## src/rtl/imm_extend_pipe.sv

```systemverilog
// Immediate-extension unit (sign/zero/upper/branch) feeding a 2-entry valid/ready skid buffer.
// Optional statistics counters are enabled by defining IMM_EXTEND_STATS_EN.
module imm_extend_pipe #(
  parameter int IN_WIDTH  = 16,
  parameter int OUT_WIDTH = 32,
  parameter int BR_SHIFT  = 2
) (
  input  logic                 clk,
  input  logic                 reset,
  input  logic                 flush,
  input  logic                 in_valid,
  output logic                 in_ready,
  input  logic [IN_WIDTH-1:0]  in_imm,
  input  logic [1:0]           in_mode,
  output logic                 out_valid,
  input  logic                 out_ready,
  output logic [OUT_WIDTH-1:0] out_data,
  output logic [1:0]           out_mode
`ifdef IMM_EXTEND_STATS_EN
  ,
  output logic [31:0]          xfer_count,
  output logic [31:0]          stall_count
`endif
);

  generate
    if (IN_WIDTH < 1) begin : g_bad_in_width
      $error("imm_extend_pipe: IN_WIDTH must be >= 1");
    end
    if (OUT_WIDTH < IN_WIDTH + 2) begin : g_bad_out_width
      $error("imm_extend_pipe: OUT_WIDTH must be >= IN_WIDTH+2");
    end
    if (BR_SHIFT < 0 || BR_SHIFT > OUT_WIDTH - IN_WIDTH) begin : g_bad_shift
      $error("imm_extend_pipe: BR_SHIFT must be in 0..OUT_WIDTH-IN_WIDTH");
    end
  endgenerate

  localparam int EXT_W = OUT_WIDTH - IN_WIDTH;

  typedef enum logic [1:0] {
    S_EMPTY = 2'b00,
    S_ONE   = 2'b01,
    S_TWO   = 2'b10
  } state_t;

  function automatic logic [OUT_WIDTH-1:0] f_extend(
    input logic [IN_WIDTH-1:0] imm,
    input logic [1:0]          mode
  );
    logic signed [OUT_WIDTH-1:0] sx;
    logic        [OUT_WIDTH-1:0] res;
    sx = {{EXT_W{imm[IN_WIDTH-1]}}, imm};
    case (mode)
      2'b00:   res = sx;
      2'b01:   res = {{EXT_W{1'b0}}, imm};
      2'b10:   res = {imm, {EXT_W{1'b0}}};
      default: res = sx <<< BR_SHIFT;
    endcase
    return res;
  endfunction

  state_t                 r_state;
  state_t                 w_state_nxt;
  logic                   w_push;
  logic                   w_pop;
  logic                   w_load_head;
  logic                   w_head_from_skid;
  logic                   w_load_skid;
  logic [OUT_WIDTH-1:0]   w_ext_p0;
  logic [OUT_WIDTH-1:0]   r_head_data_p1;
  logic [1:0]             r_head_mode_p1;
  logic [OUT_WIDTH-1:0]   r_skid_data_p1;
  logic [1:0]             r_skid_mode_p1;

  assign in_ready  = (r_state != S_TWO);
  assign out_valid = (r_state != S_EMPTY);
  assign w_push    = in_valid & in_ready;
  assign w_pop     = out_valid & out_ready;

  // Stage p0: extension is purely combinational on the incoming immediate
  assign w_ext_p0 = f_extend(in_imm, in_mode);

  always_ff @(posedge clk or negedge reset) begin
    if (!reset) r_state <= S_EMPTY;
    else        r_state <= w_state_nxt;
  end

  always_comb begin
    w_state_nxt      = r_state;
    w_load_head      = 1'b0;
    w_head_from_skid = 1'b0;
    w_load_skid      = 1'b0;
    if (flush) begin
      w_state_nxt = S_EMPTY;
    end else begin
      case (r_state)
        S_EMPTY: begin
          if (w_push) begin
            w_state_nxt = S_ONE;
            w_load_head = 1'b1;
          end
        end
        S_ONE: begin
          if (w_push && !w_pop) begin
            w_state_nxt = S_TWO;
            w_load_skid = 1'b1;
          end else if (w_pop && !w_push) begin
            w_state_nxt = S_EMPTY;
          end else if (w_push && w_pop) begin
            w_load_head = 1'b1;
          end
        end
        S_TWO: begin
          if (w_pop) begin
            w_state_nxt      = S_ONE;
            w_head_from_skid = 1'b1;
          end
        end
        default: w_state_nxt = S_EMPTY;
      endcase
    end
  end

  // Stage p1: head feeds the outputs directly; skid absorbs one entry of back-pressure
  always_ff @(posedge clk or negedge reset) begin
    if (!reset) begin
      r_head_data_p1 <= '0;
      r_head_mode_p1 <= 2'b00;
      r_skid_data_p1 <= '0;
      r_skid_mode_p1 <= 2'b00;
    end else begin
      if (w_load_head) begin
        r_head_data_p1 <= w_ext_p0;
        r_head_mode_p1 <= in_mode;
      end else if (w_head_from_skid) begin
        r_head_data_p1 <= r_skid_data_p1;
        r_head_mode_p1 <= r_skid_mode_p1;
      end
      if (w_load_skid) begin
        r_skid_data_p1 <= w_ext_p0;
        r_skid_mode_p1 <= in_mode;
      end
    end
  end

  assign out_data = r_head_data_p1;
  assign out_mode = r_head_mode_p1;

`ifdef IMM_EXTEND_STATS_EN
  function automatic logic [31:0] f_sat_inc(input logic [31:0] v);
    return (v == 32'hFFFF_FFFF) ? v : v + 32'd1;
  endfunction

  logic [31:0] r_xfer_count;
  logic [31:0] r_stall_count;

  // Counters survive flush; only reset clears them
  always_ff @(posedge clk or negedge reset) begin
    if (!reset) begin
      r_xfer_count  <= '0;
      r_stall_count <= '0;
    end else begin
      if (w_pop)                  r_xfer_count  <= f_sat_inc(r_xfer_count);
      if (out_valid && !out_ready) r_stall_count <= f_sat_inc(r_stall_count);
    end
  end

  assign xfer_count  = r_xfer_count;
  assign stall_count = r_stall_count;
`endif

endmodule

```

## config.mk

```make
export PLATFORM = sky130hd
export DESIGN_NAME = imm_extend_pipe
export DESIGN_NICKNAME = d
export VERILOG_FILES = /design/src/rtl/imm_extend_pipe.sv
export SDC_FILE = /design/constraint.sdc
export NUM_CORES = 1
export LEC_CHECK = 0
export CORE_MARGIN = 10
export CORE_UTILIZATION = 57
export DETAILED_ROUTE_END_ITERATION = 6
export PLACE_DENSITY = 0.84
export SYNTH_ARGS = -nofsm -noshare
export SYNTH_HDL_FRONTEND = slang
export SYNTH_SLANG_ARGS = --single-unit
```

## constraint.sdc

```tcl
create_clock -name clk -period 3.8 [get_ports clk]
set_input_delay 1.14 -clock clk [delete_from_list [all_inputs] [get_ports clk]]
set_output_delay 1.14 -clock clk [all_outputs]
set_load 0.01 [all_outputs]
```

=== Yosys cells after proc, flatten, opt, wreduce, memory -nomap -nowiden ===
Index checks and enable logic that the tools add are counted.

* Add/sub/neg operators: 0
* $mul: 0
* Divide/modulo/power cells: 0
* Order comparisons: 0
* Eq/ne operators: 8
* Shifts and indexed selects: 0
* Multiplexer cells: 23
* Bitwise operators: 2
* Reductions and logical operators: 10

{| class="wikitable"
|+ Operator list
! kind !! number
|-
| 32-bit one-hot mux with 3 select lines || 1
|-
| 32-bit 2-to-1 mux || 2
|-
| 2-bit 2-to-1 mux || 7
|-
| 1-bit 2-to-1 mux || 11
|-
| 3-bit != test, second input constant || 2
|-
| 2-bit one-hot mux with 3 select lines || 1
|-
| 2-bit by 1-bit equality test with 1-bit output, second input constant || 2
|-
| 2-bit equality test, second input constant || 2
|-
| 2-bit zero test || 2
|-
| 4-bit != test, second input constant || 1
|-
| 2-bit nonzero test || 2
|-
| 1-bit logical AND || 3
|-
| 3-bit AND reduction || 1
|-
| 1-bit AND || 2
|-
| 1-bit zero test || 2
|-
| 2-bit != test, second input constant || 1
|-
| 1-bit one-hot mux with 2 select lines || 1
|}

* Bits in registers: 70
* Bits in latches: 0
* Memory bits (writable): 0
* Memory bits (read-only): 0
* Input bits: 23
* Output and inout port bits: 36
* Word-level logic and storage cells: 48
* Memories kept: 0

=== Longest topological paths before layout ===
Gate-level depths: netlist (run 1).

* Word-level depth: 9
* Gate-level depth with buffers: 6
* Gate-level depth less buffers: 3

=== Worst setup path after synthesis (run 1) ===
Ideal clock, no wire load.

* Path type: input-to-reg
* Start point: input port flush
* End point: register r_head_data_p1[10] (netlist: out_data[10])
* Setup time: 0.126 ns
* Arrival: 2.187 ns
* Data required time: 3.674 ns
* Setup slack: 1.487 ns
* Cell stages on the path: 5
* Buffers on the path: 2
* Path through: or3b_1 > buf_6 > buf_6 > o211a_1 > a221o_1

* Cells in the longest elaborated chain, start to end: 2
* Elaborated cells on any way between the ends: 4
* Those cells by class: 3 x mux; 1 x reduce/logical

{| class="wikitable"
|+ Ends and longest elaborated chain
! item !! line !! text
|-
| start: declaration || 10 || <nowiki>input logic flush,</nowiki>
|-
| 1-bit 2-to-1 mux || 93 || <nowiki>if (flush) begin</nowiki>
|-
| 32-bit 2-to-1 mux / 2-bit nonzero test (equally long branches) || n/a ||
|-
| end signal: assignment || 133 || <nowiki>r_head_data_p1 <= w_ext_p0;</nowiki>
|-
| end signal: assignment || 136 || <nowiki>r_head_data_p1 <= r_skid_data_p1;</nowiki>
|-
| end: declaration || 70 || <nowiki>logic [OUT_WIDTH-1:0] r_head_data_p1;</nowiki>
|}

Parallel ways exist; a longest one is shown, timed or not.
A chain may end at the register's enable or synchronous reset.

=== Final worst setup path (run 1) ===
* Start point: input port out_ready
* End point: register r_skid_data_p1[12]

* Cells in the longest elaborated chain, start to end: 6

{| class="wikitable"
|+ Ends and longest elaborated chain
! item !! line !! text
|-
| start: declaration || 16 || <nowiki>input logic out_ready,</nowiki>
|-
| 1-bit AND || 78 || <nowiki>assign w_pop = out_valid & out_ready;</nowiki>
|-
| 1-bit zero test || 104 || <nowiki>if (w_push && !w_pop) begin</nowiki>
|-
| 1-bit logical AND || 104 ||
|-
| 1-bit 2-to-1 mux || 104 ||
|-
| 1-bit 2-to-1 mux || 96 || <nowiki>case (r_state)</nowiki>
|-
| 1-bit 2-to-1 mux || 93 ||
|-
| end signal: assignment || 140 || <nowiki>r_skid_data_p1 <= w_ext_p0;</nowiki>
|-
| end: declaration || 72 || <nowiki>logic [OUT_WIDTH-1:0] r_skid_data_p1;</nowiki>
|}

Every way passes these cells.

==> run_results.csv, run 1 <==
group,metric,value,unit
clocking,clock_latency,0.35,ns
drt,postRouteAntennaNets,0,
worst_setup_path,crit_arrival,3.03,ns
pwr,ir_drop,0.309,mV
drt,wl_met2,4190,um
clocking,postCtsHoldBufs,0,
pwr,p_int,1630,uW
place,place_congestion,0.827,
outcome,status,"complete, no violations",
sta,skew,0.00526,ns
synth,synthCells,283,
synth,synth_fp_nets,306,
layout,num_antenna_cells,0,
clocking,cts-root-buf,"clkbuf_8",
drt,wl_met1,3600,um
floorplanning,start_util,58.8,%
worst_setup_path,cp-end-kind,"flop",
floorplanning,die_h,98.4,um
drt,wire_per_inst,20.3,um
clocking,h-tree-depth,3,
synth,synth.top_cell.area_share,50.0,%
drt,routed_wirelength,8490,um
pwr,switching_share,26.5,%
place,port_buffers,58,
synth,synth-seq-cells,70,
worst_setup_path,crit_type,"in2reg",
layout,final_common_cell,"dfrtp_1",
sta,setup_viol,0,
clocking,ctsResizeCount,0,
pwr,p_seq_share,45.4,%
floorplanning,coreArea,5960,sq um
worst_hold_path,hold_path_class,"reg2reg",
layout,nNetsFinal,361,
layout,fillCellCount,423,
sta,slew_headroom,64.2,%
place,place_ws,0.643,ns
sta,fmax,0.357,GHz
clocking,clockBufferDepth,2,
drt,drtIter0Drc,121,
global_routing,antenna_found_initial,0,
floorplanning,die_w,98.4,um
worst_setup_path,cp_max_fo,34,
drt,dr_wl_met3,512,um
job,maxCapViolCount,0,
worst_setup_path,cp_cell_sequence,"clkdlybuf4s50_1 -> and2b_1 -> nand2_1 -> buf_4 -> mux2_2",
worst_setup_path,critical-path-slowest-cell,"clkdlybuf4s50_1",
global_routing,grt_pass1_wl,13900,um
worst_setup_path,cp.required,4.04,ns
worst_setup_path,slowest_delay,0.59,ns
clocking,cts_tree,"built",
sta,fin_crit,2.80,ns
floorplanning,pin_count,59,
sta,tns,0,ns
pwr,p_per_area,509,nW/um^2
pwr,comb_power_share,24.6,%
synth,yosysWarningCount,0,
floorplanning,dieArea,9680,sq um
global_routing,grt_pass1_vias,2779,
drt,topRoutingLayerUsed,"met4",
layout,drive_above_1_share,26.5,%
synth,yosysTopAreaCell,"dfrtp_1",
sta,rsz0062_at_grt,"false",
pwr,finalPower,2210,uW
synth,syn_area,3500,sq um
drt,first_pass_iters,4,
pwr,p_leak,0.00204,uW
layout,final_cell_mix,"dfrtp_1 (70), mux2_2 (57), clkdlybuf4s50_1 (57)",
global_routing,track_usage,17.7,%
pwr,power.switching,586,uW
clocking,cts_buffers,9,
synth,synth.area.top_cells,"dfrtp_1 (50%), mux2_2 (18%), mux2i_1 (5.7%), o21ai_0 (4.1%), a221o_1 (3.1%)",
worst_setup_path,start_kind,"primary input",
sta,worst_pin_slew,0.535,ns
sta,hold_violations,0,
floorplanning,rows,28,
synth,ys_seq_area_share,50.0,%
synth,avgSynthCellArea,12.4,sq um
sta,timing.final.crit_share,73.6,%
drt,via_count,2597,
place,dp_hpwl,5870,um
clocking,clkSinkCount,70,
clocking,cts_setup_buffers,0,
global_routing,grt_max_degree,71,
drt,drc_errors,0,
sta,finalWorstSetupSlack,1.00,ns
global_routing,grt_overflow,0,
pwr,pwr-share-clk,30.0,%
sta,slew_violations,0,
clocking,clk_pin_slew_worst_paths,0.07,ns
drt,viasPerCell,6.21,
synth,ys_types,36,
layout,area_delta_synth_final,24.2,%
critical path, delay by kind of cell:
family                 cells  cell delay [ns]
and+or+nand+nor            2             0.51
buffers and inverters      2             0.98
muxes                      1             0.39
path summary, 6_finish.rpt:
path	start	to	slack, ns	cells past startpoint
min	r_skid_data_p1[0]$_DFFE_PN0P_	out_data[0]$_DFFE_PN0P_	0.49	2
max reg2reg	r_state[0]$_DFFE_PN0P_	out_data[7]$_DFFE_PN0P_	1.95	4
min in group asynchronous	reset	r_state[1]$_DFFE_PN0P_	0.79	2
max	out_ready	r_skid_data_p1[12]$_DFFE_PN0P_	1.00	5
max in group asynchronous	reset	out_data[21]$_DFFE_PN0P_	2.70	2
min reg2reg	r_skid_data_p1[0]$_DFFE_PN0P_	out_data[0]$_DFFE_PN0P_	0.49	2
registers in the layout (all words and copies together) (netlist names):
register,count
r_skid_data_p1,32
r_state,2
out_mode,2
out_data,32
r_skid_mode_p1,2
power by group through the flow:
stage | combinational, uW | sequential [uW] | clock [uW]
after CTS | 553 | 1000 | 671
after detailed placement | 550 | 1020 | 0
after global placement | 529 | 1010 | 0
after global routing | 591 | 1020 | 709
final | 544 | 1000 | 665
after floorplan | 267 | 1030 | 0
stage by stage:
stage | cells | util [%] | area [sq um] | hold slack, ns
2_1_floorplan | 283 | - | 3500 | 0.449
3_3_place_gp | 402 | 69.5 | 4140 | 0.466
3_5_place_dp | 402 | 69.5 | 4140 | 0.465
4_1_cts | 418 | 73.1 | 4350 | 0.492
5_1_grt | 418 | 73.1 | 4350 | 0.517
6_report | 418 | 73.1 | 4350 | 0.494
cell families after synthesis:
family / Yosys count / share of synthesized area, %
compound gates: 73 / 15.9
mux: 79 / 24.7
simple gates: 29 / 5.00
buf+inv: 32 / 4.39
flops: 70 / 50.0
synthesized netlist by cell type, drive strengths merged:
cell type and count:
dfrtp 70, mux2 59, o21ai 30, mux2i 20, buf 13, a221o 11, clkbuf 11, o211a 11
a22o 9, inv 8, nand2 7, nand3 7, nand2b 4, o221a 3, nor2 2, o221ai 2
or3b 2, a211oi 1, a21boi 1, a21oi 1, a22oi 1, a32oi 1, and2 1, and2b 1
and4bb 1, nand3b 1, nand4bb 1, nor3b 1, o21a 1, o21ba 1, or2 1
layout make-up:
type | instances | area (sq um) | share of cell area [%]
clock buffer | 12 | 145 | 3.34
tap | 75 | 93.8 | 2.16
inverter | 8 | 30.0 | 0.690
sequential | 70 | 1750 | 40.3
clock inverter | 4 | 70.1 | 1.61
multi-input combinational | 181 | 1600 | 36.7
timing repair buffer | 68 | 663 | 15.2
routing by layer:
metal | GRT usage, % | vias to the layer above
met5 | 0 | -
met4 | 8.71 | 0
met3 | 5.29 | 16
met2 | 29.3 | 82
met1 | 20.2 | 1323
li1 | - | 1176
(Power assumes the default switching activity.)
==> inputs of run 2 (changes only) <==
--- a/config.mk
+++ b/config.mk
@@ -6,9 +6,9 @@
 export NUM_CORES = 1
 export LEC_CHECK = 0
 export CORE_MARGIN = 10
-export CORE_UTILIZATION = 57
+export CORE_UTILIZATION = 53
 export DETAILED_ROUTE_END_ITERATION = 6
-export PLACE_DENSITY = 0.84
+export PLACE_DENSITY = 0.79
 export SYNTH_ARGS = -nofsm -noshare
 export SYNTH_HDL_FRONTEND = slang
 export SYNTH_SLANG_ARGS = --single-unit
==> constraint.sdc (replaced) <==
create_clock -name clk -period 2.6 [get_ports clk]
set_input_delay 0.78 -clock clk [delete_from_list [all_inputs] [get_ports clk]]
set_output_delay 0.78 -clock clk [all_outputs]
set_load 0.01 [all_outputs]
==> run_results.csv, run 2 (synthesis gave the netlist of run 1 again) <==
group,metric,value,unit
outcome,status,"complete, no violations",
floorplanning,start_util,54.9,%
layout,final_cell_mix,"dfrtp_1 (70), mux2_2 (57), clkdlybuf4s50_1 (57)",
pwr,p_seq_share,47.3,%
sta,fin_crit,2.38,ns
job,maxCapViolCount,0,
sta,worst_pin_slew,0.511,ns
sta,fmax,0.420,GHz
sta,skew,0.00545,ns
place,place_congestion,0.772,
pwr,p_int,2260,uW
drt,routed_wirelength,8160,um
sta,slew_violations,0,
clocking,clockBufferDepth,2,
worst_setup_path,crit_arrival,1.60,ns
floorplanning,dieArea,10300,sq um
place,place_ws,-0.0304,ns
clocking,cts_buffers,9,
layout,nNetsFinal,370,
global_routing,met3_usage,6.74,%
layout,final_common_cell,"dfrtp_1",
clocking,cts-root-buf,"clkbuf_8",
clocking,cts_setup_buffers,0,
sta,timing.final.crit_share,91.7,%
floorplanning,die_w,101,um
worst_setup_path,cp_max_fo,9,
drt,drtIter0Drc,100,
pwr,power.switching,830,uW
clocking,ctsResizeCount,0,
floorplanning,rows,29,
sta,tns,0,ns
drt,postRouteAntennaNets,0,
worst_setup_path,r2r-start,"r_state[1]$_DFFE_PN0P_",
layout,drive_above_1_share,28.4,%
worst_hold_path,hold_path_class,"in2async",
global_routing,grt_pass1_vias,2632,
pwr,p_per_area,699,nW/um^2
pwr,pwr-share-clk,26.7,%
global_routing,grtUsageMet2,27.0,%
drt,drc_errors,0,
global_routing,track_usage,16.5,%
place,dp_hpwl,5900,um
place,place_inst,413,
floorplanning,coreArea,6390,sq um
drt,via_count,2554,
layout,area_delta_synth_final,26.3,%
worst_setup_path,critical_path.startpoint,"r_state[1]$_DFFE_PN0P_",
worst_setup_path,crit_type,"reg2out",
worst_setup_path,cp.required,1.82,ns
clocking,cts_tree,"built",
sta,whs,0.332,ns
global_routing,antenna_found_initial,0,
drt,first_pass_iters,4,
global_routing,grt_overflow,0,
sta,hold_violations,0,
place,port_buffers,58,
global_routing,grt_max_degree,35,
worst_setup_path,cp-end-kind,"output port",
worst_setup_path,start_kind,"flop",
sta,slew_headroom,65.9,%
sta,setup_viol,0,
global_routing,grt_use_met1,19.5,%
layout,finalNonFillerCells,429,
clocking,clk_pin_slew_worst_paths,0.07,ns
clocking,h-tree-depth,3,
floorplanning,pin_count,59,
pwr,comb_power_share,26.0,%
global_routing,grt_pass1_wl,13600,um
sta,rsz0062_at_grt,"false",
floorplanning,die_h,101,um
sta,finalWorstSetupSlack,0.217,ns
global_routing,grt.busiest_layer,"met2",
drt,viasPerCell,5.95,
layout,fillCellCount,465,
clocking,clkSinkCount,70,
pwr,ir_drop,0.639,mV
pwr,switching_share,26.8,%
pwr,p_leak,0.00209,uW
clocking,clock_latency,0.35,ns
drt,wire_per_inst,19.0,um
clocking,postCtsHoldBufs,0,
layout,final_util,69.3,%
layout,num_antenna_cells,0,
-- run 2: worst paths after layout --
kind | to | slack [ns] | cells after the start
hold / removal | out_data[28]$_DFFE_PN0P_ | 0.33 | 1
setup / recovery | out_valid | 0.22 | 2
max in group asynchronous | r_skid_data_p1[22]$_DFFE_PN0P_ | 1.69 | 2
hold reg to reg | out_data[0]$_DFFE_PN0P_ | 0.49 | 2
setup reg to reg | out_data[6]$_DFFE_PN0P_ | 0.76 | 3
min in group clk | out_data[0]$_DFFE_PN0P_ | 0.49 | 2
-- run 2: power by group through the flow --
stage	Sequential (uW)	Clock [uW]	Combinational, uW
detailed placement	1480	0	813
global route	1490	886	879
finish	1460	827	803
global placement	1470	0	792
floorplan	1500	0	390
CTS	1460	847	816
-- run 2: final cells by class --
type | instances | area (sq um) | area share [%]
Sequential cell | 70 | 1750 | 39.6
Multi-Input combinational cell | 181 | 1600 | 36.1
Timing Repair Buffer | 77 | 768 | 17.4
Clock buffer | 11 | 131 | 2.97
Tap cell | 77 | 96.3 | 2.18
Clock inverter | 5 | 50.0 | 1.13
Inverter | 8 | 30.0 | 0.679
-- run 2: stage by stage --
step           area [sq um]  power [uW]
2_1_floorplan          3500        1890
3_3_place_gp           4240        2260
3_5_place_dp           4240        2290
4_1_cts                4430        3130
5_1_grt                4430        3260
6_report               4430        3090
-- run 2: critical path, cell delays in order, from the launching register on --
cell and delay, ns:
dfrtp_1 0.47, or2_2 0.30, clkdlybuf4s50_1 0.48
-- run 2: routing by layer --
| layer | routed length [um] | up-vias |
|---|---|---|
| li1 | - | 1192 |
| met1 | 3560 | 1278 |
| met2 | 3930 | 75 |
| met3 | 580 | 9 |
| met4 | 90 | 0 |
| met5 | 0 | - |
==> inputs of run 3 (changes only) <==
--- a/config.mk
+++ b/config.mk
@@ -8,7 +8,7 @@
 export CORE_MARGIN = 10
 export CORE_UTILIZATION = 53
 export DETAILED_ROUTE_END_ITERATION = 6
-export PLACE_DENSITY = 0.79
+export PLACE_DENSITY = 0.81
 export SYNTH_ARGS = -nofsm -noshare
 export SYNTH_HDL_FRONTEND = slang
 export SYNTH_SLANG_ARGS = --single-unit
==> run_results.csv, run 3 (synthesis gave the netlist of run 1 again) <==
group,metric,value,unit
sta,fmax,0.419,GHz
worst_setup_path,crit_arrival,1.60,ns
global_routing,grt_overflow,0,
drt,drc_errors,0,
layout,area_delta_synth_final,26.6,%
drt,viasPerCell,5.98,
sta,timing.final.crit_share,91.7,%
global_routing,antenna_found_initial,0,
pwr,ir_drop,0.516,mV
sta,worst_pin_slew,0.554,ns
clocking,cts_setup_buffers,0,
drt,via_count,2528,
global_routing,grt_pass1_vias,2624,
layout,drive_above_1_share,27.7,%
place,port_buffers,58,
clocking,clock_latency,0.34,ns
layout,fin_area,4430,sq um
clocking,clockBufferDepth,2,
drt,drtIter0Drc,166,
worst_setup_path,start_kind,"flop",
clocking,h-tree-depth,3,
sta,tns,0,ns
floorplanning,die_h,101,um
worst_hold_path,hold_path_class,"in2async",
sta,slew_headroom,63.1,%
global_routing,grt_max_degree,55,
outcome,status,"complete, no violations",
job,maxCapViolCount,0,
place,placed_area,4210,sq um
clocking,ctsResizeCount,0,
clocking,postCtsHoldBufs,0,
clocking,clkSinkCount,70,
layout,fillCellCount,483,
floorplanning,pin_count,59,
clocking,cts_buffers,9,
drt,postRouteAntennaNets,0,
pwr,p_per_area,730,nW/um^2
layout,final-seq-area,1750,sq um
layout,multi_input_area,1600,sq um
worst_setup_path,crit_type,"reg2out",
clocking,cts_tree,"built",
layout,nNetsFinal,364,
sta,hold_violations,0,
drt,routed_wirelength,8300,um
place,place_congestion,0.811,
worst_setup_path,cp-end-kind,"output port",
drt,first_pass_iters,4,
sta,rsz0062_at_grt,"false",
floorplanning,rows,29,
worst_setup_path,cp_max_fo,9,
clocking,cts-root-buf,"clkbuf_8",
place,dp_hpwl,5790,um
global_routing,track_usage,16.6,%
layout,final_common_cell,"dfrtp_1",
sta,slew_violations,0,
global_routing,grt_pass1_wl,13600,um
sta,skew,0.00732,ns
pwr,p_leak,0.00208,uW
layout,final_util,69.4,%
floorplanning,die_w,101,um
floorplanning,coreArea,6390,sq um
drt,wire_per_inst,19.6,um
sta,fin_crit,2.38,ns
sta,setup_viol,0,
floorplanning,start_util,54.9,%
clocking,clk_pin_slew_worst_paths,0.08,ns
floorplanning,dieArea,10300,sq um
layout,final_cell_mix,"dfrtp_1 (70), mux2_2 (57), clkdlybuf4s50_1 (57)",
layout,num_antenna_cells,0,
worst_setup_path,cp.required,1.82,ns
[run 3: cell count changes in the layout (fill, tap and decap cells not counted)]
cell        delta
bufinv_16      +1
clkbuf_8       +1
clkinvlp_4     +2
buf_4          -7
clkinv_2       -2
clkbuf_1       -2
buf_12         +1
[run 3: power by group]
| group | switching, uW | total, uW | internal [uW] | leakage, uW |
|---|---|---|---|---|
| clock network | 408 | 971 | 562 | 0.000108 |
| registers | 128 | 1460 | 1330 | 0.000887 |
| logic | 315 | 803 | 488 | 0.00108 |
| total | 851 | 3240 | 2380 | 0.00208 |
[run 3: worst paths after layout]
check                                              start                       end  slack, ns  cells past startpoint
min reg2reg                r_skid_data_p1[0]$_DFFE_PN0P_   out_data[0]$_DFFE_PN0P_       0.49                      2
max                               r_state[1]$_DFFE_PN0P_                 out_valid       0.22                      2
max in group asynchronous                          reset  out_data[18]$_DFFE_PN0P_       1.61                      2
min in group clk           r_skid_data_p1[0]$_DFFE_PN0P_   out_data[0]$_DFFE_PN0P_       0.49                      2
min                                                reset    r_state[0]$_DFFE_PN0P_       0.36                      1
max reg2reg                       r_state[1]$_DFFE_PN0P_   out_data[6]$_DFFE_PN0P_       0.78                      3
[run 3: area by class of cell]
class / instances / area share, %
Clock buffer: 10 / 3.10
Sequential cell: 70 / 39.5
Tap cell: 77 / 2.17
Clock inverter: 6 / 1.92
Timing Repair Buffer: 71 / 16.6
Multi-Input combinational cell: 181 / 36.0
Inverter: 8 / 0.677
[run 3: routing by layer]
layer  vias up  GRT usage (%)  share of wire, %
met5         -              0                 0
met4         0           4.39               1.2
met3         8           6.33               7.6
met2        83           26.5                49
met1      1266           20.7                42
li1       1171              -                 -
[run 3: stage by stage]
| step | std cells | hold slack (ns) | total power (uW) | setup WS [ns] |
|---|---|---|---|---|
| detailed placement | 407 | 0.466 | 2290 | -0.0156 |
| global placement | 407 | 0.459 | 2250 | 0.0309 |
| global route | 423 | 0.365 | 3410 | 0.133 |
| floorplan | 283 | 0.449 | 1890 | 0.647 |
| finish | 423 | 0.359 | 3240 | 0.215 |
| CTS | 423 | 0.355 | 3270 | 0.192 |
[run 3: worst max-delay path: stages, from the launching register on]
cell and delay, ns:
dfrtp_1 0.48, or2_2 0.30, clkdlybuf4s50_1 0.48
